## src/rtl/univ_shift_reg.sv

```systemverilog
// Universal shift register: parallel load, parallel readout and a counted
// serial shift burst in either direction, with busy/done status.
module univ_shift_reg #(
    parameter int unsigned WIDTH = 8,
    localparam int unsigned CNT_W = $clog2(WIDTH + 1)
) (
    input  logic             clk,
    input  logic             rst,
    input  logic             clr,
    input  logic             load,
    input  logic [WIDTH-1:0] PI,
    input  logic             start,
    input  logic             dir,
    input  logic [CNT_W-1:0] shift_len,
    input  logic             sin,
    output logic [WIDTH-1:0] PO,
    output logic             sout,
    output logic             busy,
    output logic             done
);

    localparam logic [CNT_W-1:0] WidthCnt = CNT_W'(WIDTH);
    localparam logic [CNT_W-1:0] OneCnt   = CNT_W'(1);

    typedef enum logic [0:0] {StIdle, StShift} state_e;

    state_e           state_q, state_d;
    logic [WIDTH-1:0] po_q, po_d;
    logic [CNT_W-1:0] cnt_q, cnt_d;
    logic             dir_q, dir_d;
    logic             done_q, done_d;

    // Next-state: clr first, then the burst, then load/start while idle.
    always_comb begin
        state_d = state_q;
        po_d    = po_q;
        cnt_d   = cnt_q;
        dir_d   = dir_q;
        done_d  = 1'b0;
        if (clr) begin
            state_d = StIdle;
            po_d    = '0;
            cnt_d   = '0;
            dir_d   = 1'b0;
        end else begin
            unique case (state_q)
                StIdle: begin
                    if (load) begin
                        po_d = PI;
                    end else if (start) begin
                        if (shift_len == '0) begin
                            // Empty burst completes at once.
                            done_d = 1'b1;
                        end else begin
                            dir_d   = dir;
                            cnt_d   = (shift_len > WidthCnt) ? WidthCnt : shift_len;
                            state_d = StShift;
                        end
                    end
                end
                StShift: begin
                    po_d  = dir_q ? {po_q[WIDTH-2:0], sin} : {sin, po_q[WIDTH-1:1]};
                    cnt_d = cnt_q - OneCnt;
                    if (cnt_q == OneCnt) begin
                        state_d = StIdle;
                        done_d  = 1'b1;
                    end
                end
            endcase
        end
    end

    // State registers with asynchronous reset.
    always_ff @(posedge clk or posedge rst) begin
        if (rst) begin
            state_q <= StIdle;
            po_q    <= '0;
            cnt_q   <= '0;
            dir_q   <= 1'b0;
            done_q  <= 1'b0;
        end else begin
            state_q <= state_d;
            po_q    <= po_d;
            cnt_q   <= cnt_d;
            dir_q   <= dir_d;
            done_q  <= done_d;
        end
    end

    // Outputs; sout follows the live dir input while idle, the latched one while shifting.
    always_comb begin
        PO   = po_q;
        busy = (state_q == StShift);
        done = done_q;
        sout = (busy ? dir_q : dir) ? po_q[WIDTH-1] : po_q[0];
    end

endmodule

```

## config.mk

```make
export PLATFORM = sky130hd
export DESIGN_NAME = univ_shift_reg
export DESIGN_NICKNAME = d
export VERILOG_FILES = /design/src/rtl/univ_shift_reg.sv
export SDC_FILE = /design/constraint.sdc
export NUM_CORES = 1
export LEC_CHECK = 0
export CELL_PAD_IN_SITES_DETAIL_PLACEMENT = 0
export CELL_PAD_IN_SITES_GLOBAL_PLACEMENT = 2
export CORE_MARGIN = 2
export CORE_UTILIZATION = 30
export DETAILED_ROUTE_END_ITERATION = 8
export HOLD_SLACK_MARGIN = 0.06
export PLACE_DENSITY_LB_ADDON = 0.1
export SETUP_SLACK_MARGIN = 0.05
export SLEW_MARGIN = 20
export SYNTH_ARGS = -nofsm -noshare
export SYNTH_HDL_FRONTEND = slang
export SYNTH_SLANG_ARGS = --single-unit
export TNS_END_PERCENT = 30
```

## constraint.sdc

```tcl
create_clock -name clk -period 3.4 [get_ports clk]
set_input_delay 0.34 -clock clk [delete_from_list [all_inputs] [get_ports clk]]
set_output_delay 0.34 -clock clk [all_outputs]
set_load 0.02 [all_outputs]
```

==> impl_metrics.toml <==
[floorplanning]
core_area_sq_um = 3030
fp.dieW_microns = 60.2
die_h_microns = 60.2
ioPinCount = 30
die_area_sq_um = 3620
start_util = 0.312
rows = 20

[power]
power_switching_w = 0.000140
switching_share = 0.315
clkPwrFrac = 0.241
peakVddDrop_v = 0.000117
p_int_w = 0.000305
comb_power_share = 0.290
leakage_nw = 0.456
pwr-share-seq = 0.469
finalPower_w = 0.000445
cellPowerDensity_nw_per_um2 = 349

[placed_design]
place_congestion = 0.783
dpl_cell_area_sq_um = 1250
hpwl_mm = 1.61
dpl_worst_slack_ns = 1.25
port_buffers = 29

[sta]
drv_slew = 0
max_freq_ghz = 0.433
setup_ws_ns = 1.09
worst_slew_pin_slew_ns = 0.714
fin_skew_ns = 0.00134
period_needed_ns = 2.31
max-slew-margin-rel = 0.522
setup_viol = 0
finalHoldViolCount = 0
min_period_over_period = 0.680
setup_tns_ns = 0
rsz0062_at_grt = "no"

[layout]
fin_area_sq_um = 1270
fill_cells = 308
insertedDiodeCount = 0
syn_to_final_growth_pct = 34.8
final_nets = 138
drive_above_1_share = 0.0690

[global_routing]
gr-total-overflow = 0
grt_util_all_layers = 0.149
grt_pass1_vias = 852
grt_pass1_wl_mm = 3.93
antenna_found_initial = 0
grt_max_degree = 31

[yosys]
synth_cell_types = 28
synth_area_sq_um = 946
syn_inst = 89
synth.most_common_cell = "a211oi_1"
syn_nets = 110
syn_area_per_cell_sq_um = 10.6
synth_common_cells = "a211oi_1, dfrtp_1, mux2i_1"
ys_seq_area_frac = 0.397
yosysWarnings = 0
ys_ff_latch = 15
synth_top_area_cell = "dfrtp_1"
ys_async_sr_fraction = 1.00
synth_edf_count = 0
ys.flop_type = "dfrtp_1"
netlist.area_leader.share = 0.397
synthTopCellsByArea = "dfrtp_1, a211oi_1, mux2i_1"

[setup_path]
cpPeakStageDelay_ns = 0.57
end_kind = "primary output"
reg2reg_from = "busy"
rr_endpoint = "cnt_q[3]"
path_class = "flop to primary output"
r2r_cells = 4
cp.buffers_inverters = 1
rrSetupSlack_ns = 1.89
cp.required_ns = 3.06
crit_slowest_cell = "dfrtp_1"
crit_family = "multiplexers"
crit_arrival_ns = 1.97
critPathLaunchType = "flop"
cp_max_fo = 10
crit_chain = "mux2i_1, mux2_2, clkdlybuf4s50_1"

[clock_tree]
cts_root_buffer = "clkbuf_4"
hold_buffers = 0
cts_buffers = 3
htreeDepth = 1
clk_path_buf_depth = 2
insertion_delay_ns = 0.28
cts_sinks = 15
clk_pin_slew_worst_paths_ns = 0.09
cts_setup_buffers = 0
cts_resized = 0
cts_tree = "yes"

[flow_run]
drv_cap = 0

[route]
ant_nets = 0
drc = 0
routed_via_density = 5.11
dr.first_iter.drc_count = 30
post_drt_wl_per_cell_microns = 14.9
wl_mm = 2.39
num_vias = 817
drt_first_pass_iters = 4

[run_status]
status = "completed"

[worst_hold_path]
hold_path.class = "input port to async pin"
## state kept, by name, summed over array words and instances, names as in the netlist
name	cells
dir_q	1
PO	8
cnt_q	4
done	1
busy	1
## cell families (layout without fill, tap and decap cells)
kind of cell	count (synthesis)	in the layout	synth area share
and+or+nand+nor	19	19	0.152
adders and majority gates	2	2	0.0265
buffers and inverters	10	37	0.0648
muxes	10	10	0.107
xor gates and xnor gates	1	1	0.00926
AOI/OAI and AO/OA	32	32	0.243
DFF	15	15	0.397
## worst max path at each step
stage,from,end,slack [ns],depth (start not counted)
finish,dir_q,sout,1.09,3
global route,dir_q,sout,1.0,3
CTS,dir_q,sout,1.05,3
detailed placement,dir,sout,1.25,4
global placement,dir,sout,1.23,4
floorplan,busy,sout,1.98,2
## layer usage
| metal | GRT usage | wire length (microns) | share of wire |
|---|---|---|---|
| met1 | 0.192 | 1200 | 0.50 |
| met2 | 0.241 | 1080 | 0.45 |
| met3 | 0.0281 | 93 | 0.039 |
| met4 | 0.0667 | 13 | 0.0054 |
| met5 | 0 | 0 | 0 |
## per-stage QoR
| stage | hold WS (ns) | utilization | std cells |
|---|---|---|---|
| floorplan | 0.241 | - | 89 |
| global placement | 0.550 | 0.412 | 156 |
| detailed placement | 0.565 | 0.412 | 156 |
| CTS | 0.442 | 0.421 | 160 |
| global route | 0.469 | 0.421 | 160 |
| finish | 0.425 | 0.421 | 160 |
## power by group through the flow
stage	clock network, W	registers (W)	logic, W
finish	0.000107	0.000209	0.000129
global route	0.000120	0.000212	0.000141
CTS	0.000113	0.000209	0.000131
detailed placement	0	0.000212	0.000131
global placement	0	0.000213	0.000129
floorplan	0	0.000218	0.0000668
## worst reg2reg max path: stages, from the launching register on
cell	delay [ns]
dfrtp_1	0.38
buf_4	0.32
or4b_1	0.48
o311ai_1	0.10
a21oi_1	0.10
## placed cells by master, fill, tap and decap left out, types with 2 or more instances in the layout
cell type        netlist  final
a211oi_1              16     16
a221oi_1               2      2
ha_1                   2      2
nor2_1                 3      3
clkdlybuf4s50_1        0     29
clkbuf_4               0      3
nor2b_1                8      8
dfrtp_1               15     15
mux2i_1                9      9
a21oi_1                6      6
nor3b_1                2      2
inv_1                  3      3
o21ai_1                3      3
## cell type report
| class | instances | area (sq um) | share of cell area |
|---|---|---|---|
| flip-flops and latches | 15 | 375 | 0.294 |
| inverters | 3 | 11.3 | 0.00883 |
| repair buffers | 30 | 298 | 0.234 |
| clock buffers | 4 | 26.3 | 0.0206 |
| multi-input cells | 64 | 509 | 0.399 |
| well taps | 44 | 55.1 | 0.0432 |
Note: power is estimated with default switching activity, not from simulation.
